$ cat config.mk
export PLATFORM = sky130hd
export DESIGN_NAME = logic_unit_sliced
export DESIGN_NICKNAME = d
export VERILOG_FILES = /design/src/rtl/logic_unit_sliced.sv
export SDC_FILE = /design/constraint.sdc
export NUM_CORES = 1
export LEC_CHECK = 0
export ABC_CLOCK_PERIOD_IN_PS = 3800
export BUFFER_PORTS_ARGS = -buffer_cell sky130_fd_sc_hd__clkbuf_2
export CORE_MARGIN = 2
export CORE_UTILIZATION = 40
export CTS_CLUSTER_SIZE = 30
export DETAILED_ROUTE_END_ITERATION = 7
export PLACE_DENSITY_LB_ADDON = 0.25
export SLEW_MARGIN = 20
export SYNTH_ARGS = -nofsm -noshare
export SYNTH_HDL_FRONTEND = slang
export SYNTH_SLANG_ARGS = --single-unit
$ cat constraint.sdc
create_clock -name clk -period 3.8 [get_ports clk]
set_input_delay 0.76 -clock clk [delete_from_list [all_inputs] [get_ports clk]]
set_output_delay 0.76 -clock clk [all_outputs]
set_load 0.02 [all_outputs]
$ cat src/rtl/logic_unit_sliced.sv
// rtl/logic_unit_sliced.sv - multi-cycle sliced logic/compare unit, MS slice first
// Compares terminate early on the first unequal slice; logic ops always walk every slice.
module logic_unit_sliced #(
  parameter int DATA_WIDTH  = 32,
  parameter int SLICE_WIDTH = 8
) (
  input  logic                  clk,
  input  logic                  rst,
  input  logic                  in_valid,
  output logic                  in_ready,
  input  logic [DATA_WIDTH-1:0] in_a,
  input  logic [DATA_WIDTH-1:0] in_b,
  input  logic [2:0]            in_opcode,
  output logic                  out_valid,
  input  logic                  out_ready,
  output logic [DATA_WIDTH-1:0] logic_out,
  output logic [2:0]            logic_out_flag
);

  localparam int NUM_SLICES = DATA_WIDTH / SLICE_WIDTH;
  localparam int IDX_W      = (NUM_SLICES > 1) ? $clog2(NUM_SLICES) : 1;

  typedef enum logic [1:0] {S_IDLE, S_BUSY, S_DONE} state_t;

  state_t                r_state;
  logic [DATA_WIDTH-1:0] r_a;
  logic [DATA_WIDTH-1:0] r_b;
  logic [2:0]            r_op;
  logic [IDX_W-1:0]      r_idx;
  logic [DATA_WIDTH-1:0] r_out;
  logic [2:0]            r_flag;

  logic [SLICE_WIDTH-1:0] w_a_s;
  logic [SLICE_WIDTH-1:0] w_b_s;
  logic [SLICE_WIDTH-1:0] w_res_s;
  logic                   w_top;
  logic                   w_last;
  logic                   w_is_cmp;
  logic                   w_gt;
  logic                   w_lt;

  assign in_ready       = (r_state == S_IDLE) && !rst;
  assign out_valid      = (r_state == S_DONE);
  assign logic_out      = r_out;
  assign logic_out_flag = r_flag;

  always_comb begin
    w_a_s    = r_a[int'(r_idx)*SLICE_WIDTH +: SLICE_WIDTH];
    w_b_s    = r_b[int'(r_idx)*SLICE_WIDTH +: SLICE_WIDTH];
    w_top    = (r_idx == IDX_W'(NUM_SLICES - 1));
    w_last   = (r_idx == '0);
    w_is_cmp = (r_op == 3'd5) || (r_op == 3'd6);
    // Only the slice holding the sign bit is signed; lower slices are magnitude digits.
    if (r_op == 3'd6 && w_top) begin
      w_gt = $signed(w_a_s) > $signed(w_b_s);
      w_lt = $signed(w_a_s) < $signed(w_b_s);
    end else begin
      w_gt = w_a_s > w_b_s;
      w_lt = w_a_s < w_b_s;
    end
    case (r_op)
      3'd0:    w_res_s = w_a_s & w_b_s;
      3'd1:    w_res_s = w_a_s | w_b_s;
      3'd2:    w_res_s = w_a_s ^ w_b_s;
      3'd3:    w_res_s = ~w_a_s;
      3'd4:    w_res_s = ~w_b_s;
      default: w_res_s = '0;
    endcase
  end

  always_ff @(posedge clk or posedge rst) begin
    if (rst) begin
      r_state <= S_IDLE;
      r_a     <= '0;
      r_b     <= '0;
      r_op    <= '0;
      r_idx   <= '0;
      r_out   <= '0;
      r_flag  <= 3'b000;
    end else begin
      case (r_state)
        S_IDLE: begin
          if (in_valid) begin
            r_a     <= in_a;
            r_b     <= in_b;
            r_op    <= in_opcode;
            r_idx   <= IDX_W'(NUM_SLICES - 1);
            r_out   <= '0;
            r_flag  <= 3'b000;
            r_state <= S_BUSY;
          end
        end
        S_BUSY: begin
          if (w_is_cmp) begin
            if (w_gt) begin
              r_flag  <= 3'b010;
              r_state <= S_DONE;
            end else if (w_lt) begin
              r_flag  <= 3'b001;
              r_state <= S_DONE;
            end else if (w_last) begin
              r_flag  <= 3'b100;
              r_state <= S_DONE;
            end else begin
              r_idx <= r_idx - IDX_W'(1);
            end
          end else begin
            r_out[int'(r_idx)*SLICE_WIDTH +: SLICE_WIDTH] <= w_res_s;
            if (w_last) r_state <= S_DONE;
            else        r_idx   <= r_idx - IDX_W'(1);
          end
        end
        S_DONE: begin
          if (out_ready) r_state <= S_IDLE;
        end
        default: r_state <= S_IDLE;
      endcase
    end
  end

endmodule

After elaboration in Yosys (flattened, before gate mapping)
Index checks and enable logic that the tools add are counted.
- register bits after elaboration: 106
- input bits: 71
- output and inout port bits: 37
- word-level logic and storage cells: 77
- add/subtract/negate cells: 2
- order comparisons: 4
- equality and inequality tests: 16
- shifts and indexed selects: 4
- multiplexer cells: 26
- bitwise gates (word level): 5
- reductions and logical operators: 13
- operators with widths (operator ; count):
    $mux W32 ; 2
    $pmux W32 S2 ; 1
    $shiftx A32 B6 Y8 ; 2
    $pmux W8 S5 ; 1
    $neg A5 Y33 ; 1
    $shift A8 B33 Y32 const A ; 1
    $shiftx A8 B33 Y32 ; 1
    $bwmux W32 ; 1
    $mux W2 ; 11
    $gt A8 B8 Y1 ; 2
    $lt A8 B8 Y1 ; 2
    $not A8 Y8 ; 2
    $mux W3 ; 5
    $eq A3 B3 Y1 const B ; 3
    $and A8 B8 Y8 ; 1
    $or A8 B8 Y8 ; 1
    $reduce_and A4 Y1 ; 2
    $xor A8 B8 Y8 ; 1
    $eq A3 B2 Y1 const B ; 2
    $ne A2 B2 Y1 const B ; 3
    $ne A3 B3 Y1 const B ; 2
    $pmux W2 S3 ; 1
    $pmux W3 S2 ; 1
    $eq A2 B2 Y1 const B ; 2
    15 further kinds ; 19

Logic depth before layout (Yosys ltp)
Gate-level depths: netlist (run 1).
- depth in word-level cells: 7
- depth in mapped cells: 11
- depth with buffers taken out: 9

Worst setup path before layout (run 1)
Ideal clock, no wire load.
- path kind: register -> register
- start: register r_idx[0]
- end: register r_idx[0]
- setup time: 0.126 ns
- arrival time: 2.695 ns
- required time: 3.674 ns
- path slack: 0.979 ns
- cell stages (with the launch flop): 10
- path buffers: 1
- period minus slack after synthesis: 2.821 ns
- cells stage by stage: dfrtp_1 buf_2 mux4_2 inv_1 ha_1 nor4_1 nand3_1 a21o_1 a2111o_1 o311a_1
- cells in the longest elaborated chain, start to end: 6
- elaborated cells between the ends (all ways): 20
- classes of those cells: add/sub: 1; order compare: 4; eq/ne: 3; shift: 2; mux: 7; reduce/logical: 3
- RTL lines (what ; RTL line ; text):
    start, declared ; 29 ; logic [IDX_W-1:0] r_idx;
    start signal, assigned ; 87 ; r_idx <= IDX_W'(NUM_SLICES - 1);
    start signal, assigned ; 105 ; r_idx <= r_idx - IDX_W'(1);
    start signal, assigned ; 110 ; else r_idx <= r_idx - IDX_W'(1);
    branches (longest 6 deep; another with $lt A8 B8 Y1) ; - ;
Parallel ways; which one is timed is not known. The select of a mux whose other input is x is not followed.
A chain may end at the register's enable or synchronous reset.

Final worst setup path (run 1)
- start: register r_idx[1]
- end: register r_idx[0]
- cells in the longest elaborated chain, start to end: 6
- elaborated cells between the ends (all ways): 19
- classes of those cells: order compare: 4; eq/ne: 3; shift: 2; mux: 7; reduce/logical: 3
- RTL lines (what):
    branches (longest 6 deep; another with $lt A8 B8 Y1)
Parallel ways; which one is timed is not known. The select of a mux whose other input is x is not followed.

==> reports/qor.yml, run 1 <==
outcome:
  status: "finished, final reports clean"
timing:
  slew_headroom: 0.331
  fin_crit_sh: 0.813
  drv_slew: 0
  hold_viol_final: 0
  max_freq_mhz: 324
  finalSetupViolations: 0
  min_period_ns: 3.09
  tightest_slew_ns: 1.00
  finClkSkew_ns: 0.00650
  whs_ns: 0.475
  setup_slack_ns: 0.711
  rsz0062_at_grt: "no"
  final.setup.tns_ns: 0
drt:
  drc: 0
  drt_iter0_markers: 195
  first_pass_iters: 4
  postRouteAntennaNets: 0
  vias_per_cell: 5.03
  avgRoutedWirePerCell_um: 15.8
  wl_um: 13100
  via_count: 4175
die:
  die_h_um: 120
  row_count: 42
  start_util: 0.408
  die_w_um: 120
  die_area_um2: 14300
  fp.coreArea_um2: 13100
  io-pin-count: 108
critical_path:
  crit_family: "flip-flops"
  worst_path_max_delay_cell: "dfrtp_1"
  timing.rr.start: "r_idx[1]"
  cp_max_fo: 16
  rrSetupSlack_ns: 0.71
  path_depth: 8
  cp-end-kind: "flop"
  ff2ff_path_depth: 8
  cp-startpoint: "r_idx[1]"
  reg2reg_to: "r_idx[0]"
  crit_arrival_ns: 3.32
  required_ns: 4.04
  start_kind: "flop"
  worstPathBufferInverterCount: 1
  path_cells: "mux4_2 -> inv_1 -> ha_1 -> nor4_1 -> nand3_1 -> a21o_1 -> a2111o_1 -> o311a_1"
  critical_path_class: "flop to flop"
  crit_end: "r_idx[0]"
  slowest_delay_ns: 0.76
clock_network:
  clk_latency_ns: 0.36
  cts_num_sinks: 106
  clockBufferDepth: 2
  cts_tree: "built"
  cts_inserted_buffers: 9
  clk_pin_slew_ns: 0.07
  cts_root_buf: "clkbuf_16"
  cts_resized: 0
  cts_hold_buf: 0
  cts_setup_buffers: 0
  htreeDepth: 3
global_route:
  use_met1: 0.261
  grt_usage: 0.194
  grt_pass1_vias: 4214
  antenna_found_initial: 0
  grtUsageMet2: 0.313
  grt_util_met3: 0.0333
  grt_pass1_wl_um: 21500
  overflow: 0
  grt_max_degree: 71
  busiest_layer: "met2"
place:
  dpl.hpwl_um: 9680
  dp_cells: 814
  place_congestion: 0.861
  dp_slack_ns: 0.743
  io_buffers: 107
finish:
  syn2layout_area_growth_pct: 17.6
  fin_nets: 748
  final_common_cell: "nand2_1"
  post-route-util: 0.479
  fillCellCount: 1292
  drive_gt1_frac: 0.248
  antenna_cells: 0
  final_cell_mix: "nand2_1 (214), clkbuf_2 (107), dfrtp_1 (106), a22o_1 (32), ha_1 (28)"
  multi_input_area_um2: 2470
  stdcell_count: 830
  seq_area_um2: 2650
power_and_ir_drop:
  power_density_nw_per_um2: 903
  peakVddDrop_mv: 0.330
  leakage_nw: 3.35
logic_synthesis:
  syn_inst: 557
  ys_ff_latch: 106
  yosysWarnings: 0
  synthArstFlopShare: 1.00
  synth_fp_nets: 656
  synthFlopType: "dfrtp_1"
  synth_area_um2: 5350
  syn_avg_cell_area_um2: 9.61
  ys_types: 34
  synth_edf_count: 0
  yosysSeqAreaShare: 0.495
hold_path:
  hp-class: "flop to flop"
job:
  drv_cap: 0
==> logic make-up (layout without fill, tap and decap cells) <==
group / count (synthesis) / count (layout) / share of synthesized area
AND/OR/NAND/NOR: 262 / 262 / 0.197
flip-flops: 106 / 106 / 0.495
AO/OA/AOI/OAI: 85 / 85 / 0.125
buffers and inverters: 57 / 154 / 0.0446
adder cells (fa/ha/maj): 28 / 28 / 0.0654
multiplexers: 18 / 18 / 0.0710
XOR/XNOR: 1 / 1 / 0.00164
==> stage by stage <==
| step | instance area [um^2] | total power (W) |
|---|---|---|
| 6_report | 6300 | 0.00569 |
| 5_1_grt | 6300 | 0.00619 |
| 4_1_cts | 6290 | 0.00573 |
| 3_5_place_dp | 6020 | 0.00485 |
| 3_3_place_gp | 6020 | 0.00475 |
| 2_1_floorplan | 5350 | 0.00405 |
==> sequential cells by signal, summed over array words and instances (netlist names) <==
signal	flops
r_state	2
logic_out_flag	3
r_a	32
r_b	32
r_op	3
r_idx	2
logic_out	32
==> how the worst min path moves through the flow <==
stage | start | to | slack [ns] | cells past startpoint
5_1_grt | r_a[13] | r_a[13] | 0.49 | 2
6_report | r_a[14] | r_a[14] | 0.48 | 2
3_5_place_dp | r_a[14] | r_a[14] | 0.46 | 2
2_1_floorplan | r_a[16] | r_a[16] | 0.44 | 2
4_1_cts | r_a[14] | r_a[14] | 0.48 | 2
3_3_place_gp | r_a[8] | r_a[8] | 0.46 | 2
==> where the power goes <==
group / switching [W] / leakage [nW] / internal, W
logic: 0.00168 / 1.85 / 0.00114
registers: 0.000429 / 1.36 / 0.00157
clock network: 0.000425 / 0.139 / 0.000443
==> tightest hold or removal path, cell delays in order, from the launching register on <==
cell and delay (ns):
dfrtp_1 0.34, nand2_1 0.05, nand2_1 0.05
==> cells in the mapped netlist, types with 2 or more instances <==
library cell	n	share of area
nand2_1	215	0.15
dfrtp_1	106	0.50
a22o_1	32	0.052
ha_1	28	0.065
inv_1	24	0.017
nor2_1	17	0.012
mux4_2	16	0.067
a211oi_1	14	0.020
a21oi_1	11	0.010
buf_1	11	0.0077
buf_2	11	0.010
nor2b_1	10	0.012
clkbuf_1	9	0.0063
a21oi_2	7	0.011
nor3_1	7	0.0065
o21ai_2	6	0.0098
o21ai_0	5	0.0047
a211o_1	4	0.0065
nand3_1	3	0.0028
and2_1	2	0.0023
and3_1	2	0.0023
and4_1	2	0.0033
mux2i_1	2	0.0037
nand2b_1	2	0.0023
o21bai_1	2	0.0028
==> final cells by class <==
cell class | count | share of cell area
Sequential cell | 106 | 0.421
Multi-Input combinational cell | 394 | 0.392
Timing Repair Buffer | 114 | 0.0934
Clock buffer | 9 | 0.0358
Tap cell | 176 | 0.0350
Inverter | 24 | 0.0147
Clock inverter | 7 | 0.00735
==> routing by layer <==
layer	vias up	part of all wire	wire, um
li1	2039	-	-
met1	2022	0.45	5900
met2	99	0.49	6450
met3	15	0.042	550
met4	0	0.018	243
met5	-	0	0
No activity file was read; power rests on OpenSTA's default activity.
==> run 2, diff against run 1 <==
--- a/config.mk
+++ b/config.mk
@@ -5,7 +5,7 @@
 export SDC_FILE = /design/constraint.sdc
 export NUM_CORES = 1
 export LEC_CHECK = 0
-export ABC_CLOCK_PERIOD_IN_PS = 3800
+export ABC_CLOCK_PERIOD_IN_PS = 2500
 export BUFFER_PORTS_ARGS = -buffer_cell sky130_fd_sc_hd__clkbuf_2
 export CORE_MARGIN = 2
 export CORE_UTILIZATION = 40
==> constraint.sdc (replaced) <==
create_clock -name clk -period 2.5 [get_ports clk]
set_input_delay 0.5 -clock clk [delete_from_list [all_inputs] [get_ports clk]]
set_output_delay 0.5 -clock clk [all_outputs]
set_load 0.02 [all_outputs]
==> run 2 against run 1 <==
Clock skew up 0.00058 ns. Largest power group unchanged. Total power up 87%. Die area is the same. Critical path type unchanged. The flow now finishes with violations (setup timing). Wire length up 4.3%.
==> reports/qor.yml, run 2 (same netlist as run 1, synthesis figures left out) <==
timing:
  max_freq_mhz: 363  # +12%
  fin_crit_sh: 1.10  # +0.289
  slew_headroom: 0.633  # +0.302
  drv_slew: 0  # unchanged
  whs_ns: 0.304  # -0.171 ns
  finalSetupViolations: 7  # +7
  setup_slack_ns: -0.256  # -0.967 ns
  min_period_ns: 2.76  # -0.333 ns
  finClkSkew_ns: 0.00707  # +0.000578 ns
  rsz0062_at_grt: "yes"
  tightest_slew_ns: 0.551  # -0.453 ns
  hold_viol_final: 0  # unchanged
drt:
  wl_um: 13700  # +4.3%
  postRouteAntennaNets: 0  # unchanged
  first_pass_iters: 4  # unchanged
  via_count: 4362  # +4.5%
  drc: 0  # unchanged
  drt_iter0_markers: 259  # +33%
  vias_per_cell: 4.96  # -1.5%
  avgRoutedWirePerCell_um: 15.6  # -1.6%
finish:
  fin_nets: 798  # +6.7%
  post-route-cell-area_um2: 6930  # +10%
  antenna_cells: 0  # unchanged
  drive_gt1_frac: 0.342  # +0.0946
  syn2layout_area_growth_pct: 29.5
  final_cell_mix: "nand2_1 (214), clkbuf_2 (107), dfrtp_1 (105), buf_4 (51), a22o_1 (32)"
  final_common_cell: "nand2_1"
global_route:
  grt_max_degree: 107  # +51%
  antenna_found_initial: 0  # unchanged
  grt_pass1_wl_um: 22700  # +6.0%
  grt_pass1_vias: 4520  # +7.3%
  overflow: 0  # unchanged
  grt_usage: 0.204  # +0.00938
critical_path:
  crit_arrival_ns: 2.99  # -0.33 ns
  cp_max_fo: 8  # -8
  start_kind: "flop"
  required_ns: 2.74  # -1.30 ns
  critical_path_class: "flop to flop"
  cp-end-kind: "flop"
outcome:
  status: "finished, violations left"
  violations: "setup timing"
die:
  die_h_um: 120  # unchanged
  row_count: 42  # unchanged
  die_w_um: 120  # unchanged
  start_util: 0.408  # unchanged
  io-pin-count: 108  # unchanged
  die_area_um2: 14300  # unchanged
  fp.coreArea_um2: 13100  # unchanged
power_and_ir_drop:
  peakVddDrop_mv: 0.609  # +85%
  power_density_nw_per_um2: 1530  # +70%
  p_total_w: 0.0106  # +87%
  leakage_nw: 3.63  # +8.2%
place:
  placed_area_um2: 6400  # +6.3%
  place_congestion: 0.864  # +0.29%
  dpl.hpwl_um: 9910  # +2.3%
  io_buffers: 107  # unchanged
  dp_slack_ns: -0.267  # -1.01 ns
hold_path:
  hp-class: "input pin to asynchronous set/reset pin"
job:
  drv_cap: 0  # unchanged
clock_network:
  htreeDepth: 3  # unchanged
  cts_hold_buf: 0  # unchanged
  cts_tree: "built"
  cts_inserted_buffers: 9  # unchanged
  clockBufferDepth: 2  # unchanged
  clk_latency_ns: 0.36  # about the same
  cts_num_sinks: 106  # unchanged
  cts_root_buf: "clkbuf_16"
  clk_pin_slew_ns: 0.07  # about the same
-- run 2: cell types whose count changed in the layout (fill, tap and decap cells not counted), moves of 3 or more --
cell / previous run / this run
buf_12: 0 / 6
buf_4: 7 / 51
clkinv_2: 4 / 1
ha_1: 28 / 18
ha_4: 0 / 8
inv_1: 23 / 14
inv_2: 0 / 9
nor2_1: 17 / 14
nor2_2: 0 / 3
-- run 2: metrics by stage --
| step | utilization | setup TNS [ns] | std cells |
|---|---|---|---|
| finish | 0.528 | -1.16 | 880 |
| global placement | 0.487 | -0.899 | 850 |
| detailed placement | 0.487 | -1.17 | 850 |
| global route | 0.528 | -1.97 | 880 |
| CTS | 0.524 | -1.07 | 876 |
| floorplan | - | -0.353 | 557 |
-- run 2: worst max-delay path, cell delays in order, from the launching register on --
cell	delay, ns
dfrtp_2	0.45
buf_12	0.15
mux4_2	0.54
inv_2	0.11
ha_4	0.21
nor4_4	0.34
nand3_2	0.14
a21o_1	0.22
a2111o_1	0.37
o311a_1	0.11
-- run 2: final cells by class --
type / count / area [um^2]
flip-flops and latches: 106 / 2650
well taps: 176 / 220
multi-input cells: 394 / 2620
clock buffers: 11 / 253
clock inverters: 5 / 60.1
inverters: 24 / 93.8
fillers: 1240 / 6200
repair buffers: 164 / 1040
-- run 2: path summary, 6_finish.rpt --
path / startpoint / to / slack [ns] / depth (start not counted)
max in group asynchronous: rst / r_b[25] / 1.77 / 3
min in group clk: in_b[16] / r_b[16] / 0.33 / 3
worst min-delay path: rst / logic_out[5] / 0.30 / 3
worst min register to register: r_a[11] / r_a[11] / 0.48 / 2
worst max-delay path: r_idx[0] / r_idx[0] / -0.26 / 9
worst max register to register: r_idx[0] / r_idx[0] / -0.26 / 9
-- run 2: what timing repair did --
item	in CTS	in global routing
setup buffers	9	5
gates resized for setup	16	10
pin swaps	7	4
setup endpoints to repair	7	19
cloned	1	0
-- run 2: where the power goes --
group          switching [W]  leakage (nW)  internal (W)
Clock               0.000645         0.152      0.000835
Sequential          0.000489          1.36       0.00239
Combinational        0.00332          2.11       0.00295
-- run 2: per-layer routing --
layer  track usage  part of all wire
met2         0.336              0.48
met5             0                 0
met3        0.0428             0.040
met4        0.0588             0.016
met1         0.272              0.46
